===== src/rtl/fwd_pkg.sv =====
`default_nettype none
// +------------------------------------------------------------------------+
// | Package     : fwd_pkg                                                  |
// | Description : Shared constants and stall-FSM state type for the        |
// |               operand-forwarding / hazard unit.                        |
// | Revision    : 1.0 - initial release                                    |
// +------------------------------------------------------------------------+
package fwd_pkg;

    // EX operand mux encoding: 0 takes the ID/regfile value,
    // SEL_STAGE_BASE + k takes the result held in downstream stage k.
    localparam int SEL_REGFILE    = 0;
    localparam int SEL_STAGE_BASE = 1;

    typedef enum logic [0:0] {
        ST_IDLE   = 1'b0,
        ST_BUBBLE = 1'b1
    } stall_state_e;

endpackage : fwd_pkg
`default_nettype wire


===== src/rtl/fwd_hazard_unit_p_resolve.sv =====
`default_nettype none
// +------------------------------------------------------------------------+
// | Module      : fwd_src_resolve                                          |
// | Description : Combinational producer match for one consumer source.    |
// |               Produces the next EX mux select (youngest producer       |
// |               wins), the EX-stage match and a RAW hit against any      |
// |               producer that has not yet reached the last stage.        |
// | Ports       : src_addr_i/src_used_i      consumer operand              |
// |               ex_dest_i/ex_wb_en_i       producer in EX                |
// |               stage_dest_i/stage_wb_en_i downstream producers          |
// |               next_sel_o, m_ex_o, raw_hit_o                            |
// | Revision    : 1.0 - initial release                                    |
// +------------------------------------------------------------------------+
module fwd_src_resolve
    import fwd_pkg::*;
#(
    parameter int REG_W      = 4,
    parameter int NUM_STAGES = 2,
    parameter int SEL_W      = 2
) (
    input  logic [REG_W-1:0]            src_addr_i,
    input  logic                        src_used_i,
    input  logic [REG_W-1:0]            ex_dest_i,
    input  logic                        ex_wb_en_i,
    input  logic [NUM_STAGES*REG_W-1:0] stage_dest_i,
    input  logic [NUM_STAGES-1:0]       stage_wb_en_i,
    output logic [SEL_W-1:0]            next_sel_o,
    output logic                        m_ex_o,
    output logic                        raw_hit_o
);

    logic [NUM_STAGES-1:0] w_m_st;
    // The last stage writes through the register file, so its match never
    // drives a select or a hazard.
    logic                  w_unused_last_match;

    always_comb begin
        for (int k = 0; k < NUM_STAGES; k++) begin
            w_m_st[k] = src_used_i & stage_wb_en_i[k] &
                        (src_addr_i == stage_dest_i[k*REG_W +: REG_W]);
        end
    end

    assign m_ex_o              = src_used_i & ex_wb_en_i & (src_addr_i == ex_dest_i);
    assign w_unused_last_match = w_m_st[NUM_STAGES-1];

    // The consumer enters EX as the producer advances one stage, so a match
    // in EX selects stage 0 and a match in stage k selects stage k+1.
    // Scanning oldest to youngest lets the youngest producer overwrite.
    always_comb begin
        next_sel_o = SEL_W'(SEL_REGFILE);
        raw_hit_o  = m_ex_o;
        for (int k = NUM_STAGES - 2; k >= 0; k--) begin
            if (w_m_st[k]) begin
                next_sel_o = SEL_W'(SEL_STAGE_BASE + k + 1);
            end
            raw_hit_o = raw_hit_o | w_m_st[k];
        end
        if (m_ex_o) begin
            next_sel_o = SEL_W'(SEL_STAGE_BASE);
        end
    end

endmodule : fwd_src_resolve
`default_nettype wire


===== src/rtl/fwd_hazard_unit_p.sv =====
`default_nettype none
// +------------------------------------------------------------------------+
// | Module      : fwd_hazard_unit_p                                        |
// | Description : Operand forwarding and hazard unit. Resolves consumer    |
// |               sources in ID against EX and downstream producers,       |
// |               registers the EX mux selects, raises load-use and        |
// |               no-forwarding stalls and counts stalled cycles.          |
// | Ports       : clk, rst (async, active-low), forwarding_en, flush,      |
// |               id_valid, src_addr, src_used, ex_dest, ex_wb_en,         |
// |               ex_mem_read, stage_dest, stage_wb_en                     |
// |               -> sel_src, stall, stall_cnt                             |
// | Revision    : 1.0 - initial release                                    |
// +------------------------------------------------------------------------+
module fwd_hazard_unit_p
    import fwd_pkg::*;
#(
    parameter int NUM_SRC        = 3,
    parameter int REG_W          = 4,
    parameter int NUM_STAGES     = 2,
    parameter int LOAD_STALL_CYC = 1,
    parameter int CNT_W          = 16,
    localparam int SEL_W         = $clog2(NUM_STAGES + 1)
) (
    input  logic                        clk,
    input  logic                        rst,
    input  logic                        forwarding_en,
    input  logic                        flush,
    input  logic                        id_valid,
    input  logic [NUM_SRC*REG_W-1:0]    src_addr,
    input  logic [NUM_SRC-1:0]          src_used,
    input  logic [REG_W-1:0]            ex_dest,
    input  logic                        ex_wb_en,
    input  logic                        ex_mem_read,
    input  logic [NUM_STAGES*REG_W-1:0] stage_dest,
    input  logic [NUM_STAGES-1:0]       stage_wb_en,
    output logic [NUM_SRC*SEL_W-1:0]    sel_src,
    output logic                        stall,
    output logic [CNT_W-1:0]            stall_cnt
);

    localparam int BCNT_W      = $clog2(LOAD_STALL_CYC + 1);
    // The IDLE cycle that detects the hazard is the first bubble.
    localparam int BUBBLE_INIT = (LOAD_STALL_CYC > 1) ? LOAD_STALL_CYC - 2 : 0;

    logic [NUM_SRC*SEL_W-1:0] w_next_sel;
    logic [NUM_SRC-1:0]       w_m_ex;
    logic [NUM_SRC-1:0]       w_raw_hit;
    logic                     w_load_use;
    logic                     w_raw_nf;
    logic                     w_stall;

    stall_state_e             state_q, state_d;
    logic [BCNT_W-1:0]        bcnt_q, bcnt_d;
    logic [NUM_SRC*SEL_W-1:0] sel_q, sel_d;
    logic [CNT_W-1:0]         stall_cnt_q;

    for (genvar i = 0; i < NUM_SRC; i++) begin : g_src
        fwd_src_resolve #(
            .REG_W      (REG_W),
            .NUM_STAGES (NUM_STAGES),
            .SEL_W      (SEL_W)
        ) u_resolve (
            .src_addr_i    (src_addr[i*REG_W +: REG_W]),
            .src_used_i    (src_used[i]),
            .ex_dest_i     (ex_dest),
            .ex_wb_en_i    (ex_wb_en),
            .stage_dest_i  (stage_dest),
            .stage_wb_en_i (stage_wb_en),
            .next_sel_o    (w_next_sel[i*SEL_W +: SEL_W]),
            .m_ex_o        (w_m_ex[i]),
            .raw_hit_o     (w_raw_hit[i])
        );
    end

    assign w_load_use = forwarding_en & ex_mem_read & (|w_m_ex);
    assign w_raw_nf   = ~forwarding_en & (|w_raw_hit);

    always_comb begin
        state_d = state_q;
        bcnt_d  = bcnt_q;
        w_stall = 1'b0;
        unique case (state_q)
            ST_IDLE: begin
                w_stall = id_valid & (w_load_use | w_raw_nf);
                if (w_stall && w_load_use && (LOAD_STALL_CYC > 1)) begin
                    state_d = ST_BUBBLE;
                    bcnt_d  = BCNT_W'(BUBBLE_INIT);
                end
            end
            ST_BUBBLE: begin
                w_stall = 1'b1;
                if (bcnt_q == '0) begin
                    state_d = ST_IDLE;
                end else begin
                    bcnt_d = bcnt_q - BCNT_W'(1);
                end
            end
            default: begin
                state_d = ST_IDLE;
                bcnt_d  = '0;
            end
        endcase
        if (flush) begin
            w_stall = 1'b0;
            state_d = ST_IDLE;
            bcnt_d  = '0;
        end
        // Keep stall low while reset is held so every output reads zero.
        if (!rst) begin
            w_stall = 1'b0;
        end
    end

    // A bubble entering EX, or forwarding being off, must read the regfile.
    always_comb begin
        sel_d = w_next_sel;
        if (flush || w_stall || !id_valid || !forwarding_en) begin
            sel_d = '0;
        end
    end

    always_ff @(posedge clk or negedge rst) begin
        if (!rst) begin
            state_q     <= ST_IDLE;
            bcnt_q      <= '0;
            sel_q       <= '0;
            stall_cnt_q <= '0;
        end else begin
            state_q <= state_d;
            bcnt_q  <= bcnt_d;
            sel_q   <= sel_d;
            if (w_stall && !(&stall_cnt_q)) begin
                stall_cnt_q <= stall_cnt_q + CNT_W'(1);
            end
        end
    end

    assign sel_src   = sel_q;
    assign stall     = w_stall;
    assign stall_cnt = stall_cnt_q;

endmodule : fwd_hazard_unit_p
`default_nettype wire

===== config.mk =====
export PLATFORM = sky130hd
export DESIGN_NAME = fwd_hazard_unit_p
export DESIGN_NICKNAME = d
export VERILOG_FILES = /design/src/rtl/fwd_pkg.sv /design/src/rtl/fwd_hazard_unit_p_resolve.sv /design/src/rtl/fwd_hazard_unit_p.sv
export SDC_FILE = /design/constraint.sdc
export NUM_CORES = 1
export LEC_CHECK = 0
export BUFFER_PORTS_ARGS = -buffer_cell sky130_fd_sc_hd__buf_2
export CORE_MARGIN = 2
export CORE_UTILIZATION = 46
export DETAILED_ROUTE_END_ITERATION = 10
export PLACE_DENSITY = 0.9
export SKIP_CTS_REPAIR_TIMING = 1
export SYNTH_ARGS = -nofsm -noshare
export SYNTH_HDL_FRONTEND = slang
export SYNTH_SLANG_ARGS = --single-unit

===== constraint.sdc =====
create_clock -name clk -period 2.3 [get_ports clk]
set_input_delay 0.115 -clock clk [delete_from_list [all_inputs] [get_ports clk]]
set_output_delay 0.115 -clock clk [all_outputs]
set_load 0.02 [all_outputs]

==> metrics.txt, run 1 <==
Leak=around 0.93 nW; CTS Buf Count=3; die height=approximately 57 µm; Max H-tree Level=1; # DRC=0; vias=1191; Final Hold Vio Count=0; DRT iter0 DRCs=32; CP startpoint=stage_dest[0]; most frequent cells in the layout=53 x buf_2, 22 x dfrtp_1, 17 x xnor2_1; Max Clk Rate=slightly above 500 MHz; sequential cell area=roughly 550 µm²; Crit path max-delay family=compound AO/OA/AOI/OAI gates; final period utilization=84.3%; PD cells=439 nW/µm²; vias per std cell=around 5.4; Final Max Tran Viols=0; Post-synth EDFFs=0; most frequently used flop master after synthesis=dfrtp_1; Global Route Usage Sum=between 20 and 25%; # IOs=slightly below 60; clock tree from TritonCTS=built; number of antenna-violating nets in the routed design=0; Detailed Place HPWL=about 2500 µm; clock buffer depth=2; CTS sink count=22; worst path cell trace=buf_2, inv_2, a222oi_1, or4b_1, a311o_1, a22oi_4, buf_4, nand4_1, xnor2_1; Pwr Total=~0.00073 W; CP max stage delay=between 400 and 500 ps; initial cell density of the core=between 40 and 50%; Port Buffers=53; Critical Path Start Type=primary input; Ys Warns=0; worst path bufs/invs=3; slowest CP cell=or4b_1; Die Wd=about 57 µm; crit path DAT=2130 ps; crit path max fanout=5; Skew-Pair Late Insertion Delay=290 ps; Rel. slew slack=between 60% and 70%; multi-input logic area=between 600 and 700 µm²; routability congestion estimate=slightly below 0.9; Post-Route Setup TNS=0 ps; Critical R2R Launch=stall_cnt[7]; max-cap violations=0; Req. time, crit path=between 2000 and 2500 ps; commonest non-fill, non-tap cell in the layout=buf_2; layout cells sized above 1=between 30% and 40%; flops & latches, synth=22; Syn Nets=approximately 160; Syn Inst Count=~130; n_diodes=0; initial antenna violation count=0; vias in the first global route=1200; final worst-path setup slack=approximately 360 ps; post-DR wirelength/cell=13.5 µm; core box area=approximately 2700 µm²; full die area=between 3000 and 4000 µm²; Worst Skew=about 4.0 ps; peak supply drop=543 µV; HP Class=in -> reg; Total Routed Length=3000 µm; grt ovf=0; global-route wire length before repair=5220 µm; Post-layout nets=230; clock root buffer=clkbuf_4; pre-CTS WS=about 31 ps; # fillers=around 250; RSZ-0062 raised after global routing=no; Worst-path clk slew=110 ps; Yosys cell types=29; Hold Crit Start=src_used[1]; Finish-stage setup viols=0; ys async rst share=100%; status=complete, no violations; fin crit period=a little under 2000 ps; largest net degree at the start of global routing=23; Worst setup EP type=register; Slew @ Worst Pin=between 500 and 600 ps; row count=19; Synth Area per Inst=10.0 µm²; Seq/Total Area, Yosys=between 40% and 50%; Cell Area, Synth=between 1000 and 1500 µm²; DRT Pass-1 Iters=4; Setup CP Type=in -> reg; Area Overhead vs Synth=30.3%
-- final cells by class --
cell class	instances	share of cell area [%]
inverter	10	2.27
sequential	22	33.3
multi-input combinational	94	40.5
tap	31	2.34
clock buffer	3	1.36
timing repair buffer	62	20.3
-- cell usage after synthesis, types with 3 or more instances --
master | n | area share [%]
nand4_1 | 8 | 3.9
nand2_1 | 9 | 2.7
and3_1 | 5 | 2.5
xor2_1 | 11 | 7.6
nor3_1 | 7 | 2.8
nand3_1 | 9 | 3.5
nor2_1 | 3 | 0.89
inv_1 | 8 | 2.4
xnor2_1 | 17 | 12
dfrtp_1 | 22 | 43
-- power breakdown --
group / switching [W] / total [W] / internal, W
registers: 0.0000135 / 0.000412 / 0.000399
logic: 0.0000836 / 0.000151 / 0.0000675
clock network: 0.000102 / 0.000163 / 0.0000610
total: 0.000199 / 0.000726 / 0.000527
-- per-stage QoR --
stage,utilization [%],area (µm²),hold slack (ps),instances
6_report,61.6,1660,83.4,222
5_1_grt,61.6,1660,81.1,222
4_1_cts,61.2,1650,-213,221
3_5_place_dp,60.4,1620,119,218
3_3_place_gp,60.4,1620,112,218
2_1_floorplan,-,1270,-181,127
-- state kept, by name, summed over array words and instances (netlist names) --
register   count
sel_src        6
stall_cnt     16
-- logic make-up after synthesis --
group	synth area share (%)
mux	2.66
xor+xnor	19.3
compound gates	8.97
buf+inv	3.84
flops	43.3
simple gates	20.9
fa+ha+maj	0.985
-- layer usage --
layer	track usage, %	routed length, µm	vias up	part of all wire, %
met5	0	0	-	0
met3	4.38	180	9	6.0
met2	36.0	1560	48	52
met4	8.50	72	0	2.4
li1	-	-	585	-
met1	23.7	1190	549	40
-- final timing paths --
kind,endpoint,slack (ps),cells past startpoint
setup reg to reg,stall_cnt[4],430,7
min in group asynchronous,stall_cnt[8],350,3
hold / removal,sel_src[2],80,3
max in group asynchronous,stall_cnt[14],1740,3
hold reg to reg,stall_cnt[8],490,1
setup / recovery,stall_cnt[4],360,9
-- worst min-delay path, delay by kind of cell --
kind	cells	cell delay [ps]
buffers and inverters	1	110
and+or+nand+nor	2	130
Note: power is estimated with default switching activity, not from simulation.
==> inputs of run 2 (changes only) <==
- CORE_UTILIZATION: 46 -> 41
- PLACE_DENSITY: 0.9 -> 0.85
- clock period: 2.3 -> 1.6 ns (I/O delays scaled with it)
==> run 2 against run 1 <==
The run now ends with negative setup slack left; utilization up 6.5 points; highest routed layer unchanged; total power up 65%; final area up 24%; non-clock buffer count up 33; final cell count up 16%; via count up 15%; clock power up 91%; count of clock-buffer cells in the layout up 1.
==> metrics.txt, run 2 (synthesis results as in run 1) <==
Slew @ Worst Pin=440 ps (-136 ps); Leak=1.12 nW (+21%); Final Util=68.1% (+6.5 points); violated checks=negative setup slack; CTS sink count=22 (unchanged); max-cap violations=0 (unchanged); Total Routed Length=3730 µm (+24%); Max Clk Rate=528 MHz; Area Overhead vs Synth=61.0%; core box area=3000 µm² (+12%); initial antenna violation count=0 (unchanged); Detailed Place HPWL=2820 µm (+11%); HP Class=in -> reg; status=finished, violations left; routability congestion estimate=0.957 (+8.0%); Setup CP Type=in -> reg; vias=1365 (+15%); Worst Skew=10.1 ps (+6.06 ps); global-route wire length before repair=5550 µm (+6.5%); clock tree from TritonCTS=built; # DRC=0 (unchanged); layout cells sized above 1=52.0% (+16 points); Final Max Tran Viols=0 (unchanged); grt ovf=0 (unchanged); Port Buffers=53 (unchanged); clock root buffer=clkbuf_4; Worst-path clk slew=130 ps (+20 ps); peak supply drop=230 µV (-58%); pre-CTS WS=-571 ps (-602 ps); die height=59.7 µm (+5.5%); vias per std cell=5.29 (-1.4%); # IOs=59 (unchanged); commonest non-fill, non-tap cell in the layout=buf_2; final worst-path setup slack=-294 ps (-655 ps); Skew-Pair Late Insertion Delay=320 ps (+30 ps); hold slack=156 ps (+72.3 ps); n_diodes=0 (unchanged); final period utilization=118%; DRT iter0 DRCs=50 (+56%); number of antenna-violating nets in the routed design=0 (unchanged); Critical Path Start Type=primary input; crit path DAT=2110 ps (-20 ps); Die Wd=59.7 µm (+5.5%); RSZ-0062 raised after global routing=yes; DRT Pass-1 Iters=4 (unchanged); CTS Buf Count=3 (unchanged); # fillers=203 (-18%); max FFs per register=16 (unchanged); Post-layout nets=263 (+14%); Max H-tree Level=1 (unchanged); fin crit period=about 1900 ps; Rel. slew slack=70.5% (+9.3 points); crit path max fanout=7 (+2); full die area=3560 µm² (+11%); PD cells=586 nW/µm² (+33%); initial cell density of the core=42.3% (-5.0 points); Final Hold Vio Count=0 (unchanged); row count=20 (+1); most frequent cells in the layout=49 x buf_2, 40 x buf_4, 22 x dfrtp_1; Req. time, crit path=1820 ps (-670 ps); clock buffer depth=2 (unchanged); post-DR wirelength/cell=14.5 µm (+7.1%); Worst setup EP type=register; largest net degree at the start of global routing=23 (unchanged); reg-to-reg slack, setup=-270 ps (-700 ps); Global Route Usage Sum=20.4% (about the same); vias in the first global route=1276 (+6.3%); Finish-stage setup viols=17 (+17)
[run 2: cell count changes in the layout (fill, tap and decap cells not counted), moves of 3 or more]
cell     delta
buf_4      +32
buf_2       -4
buf_6       +4
nand3_1     -3
nand3_4     +3
[run 2: worst max-delay path, cell delays in order]
cell and delay (ps):
buf_6 90, a222oi_1 310, or4b_4 500, a311o_1 340, a22oi_4 330, buf_12 180, nand4_1 130, xnor2_1 160
[run 2: metrics by stage]
| stage | setup TNS (ps) | area (µm²) | power (W) | cells |
|---|---|---|---|---|
| final | -3040 | 2040 | 0.00120 | 258 |
| after global routing | -4020 | 2040 | 0.00125 | 258 |
| after CTS | -2990 | 1920 | 0.00118 | 256 |
| after detailed placement | -9450 | 1880 | 0.000883 | 252 |
| after global placement | -8400 | 1880 | 0.000873 | 252 |
| after floorplan | -3930 | 1270 | 0.000704 | 127 |
[run 2: area by class of cell]
cell class | count | area, µm² | share of cell area [%]
sequential | 22 | 551 | 26.9
clock buffer | 4 | 36.3 | 1.77
tap | 33 | 41.3 | 2.02
timing repair buffer | 95 | 621 | 30.4
multi-input combinational | 94 | 758 | 37.1
inverter | 10 | 37.5 | 1.84
[run 2: routing by layer]
| layer | part of all wire, % | global-route usage (%) | routed length [µm] |
|---|---|---|---|
| met2 | 48 | 33.7 | 1780 |
| met4 | 2.1 | 8.25 | 80 |
| met1 | 44 | 26.1 | 1640 |
| met5 | 0 | 0 | 0 |
| met3 | 6.2 | 4.11 | 233 |
[run 2: final timing paths]
| kind | to | cells past startpoint | from |
|---|---|---|---|
| max | stall_cnt[10] | 8 | src_addr[4] |
| max in group asynchronous | stall_cnt[3] | 3 | rst |
| min reg2reg | stall_cnt[15] | 1 | stall_cnt[15] |
| min in group asynchronous | stall_cnt[9] | 3 | rst |
| max reg2reg | stall_cnt[10] | 7 | stall_cnt[7] |
| min | sel_src[4] | 3 | forwarding_en |
[run 2: power breakdown]
part	internal [W]	total, W	switching, W
registers	0.000573	0.000583	0.00000940
clock network	0.000139	0.000312	0.000173
logic	0.000154	0.000302	0.000147
total	0.000867	0.00120	0.000330
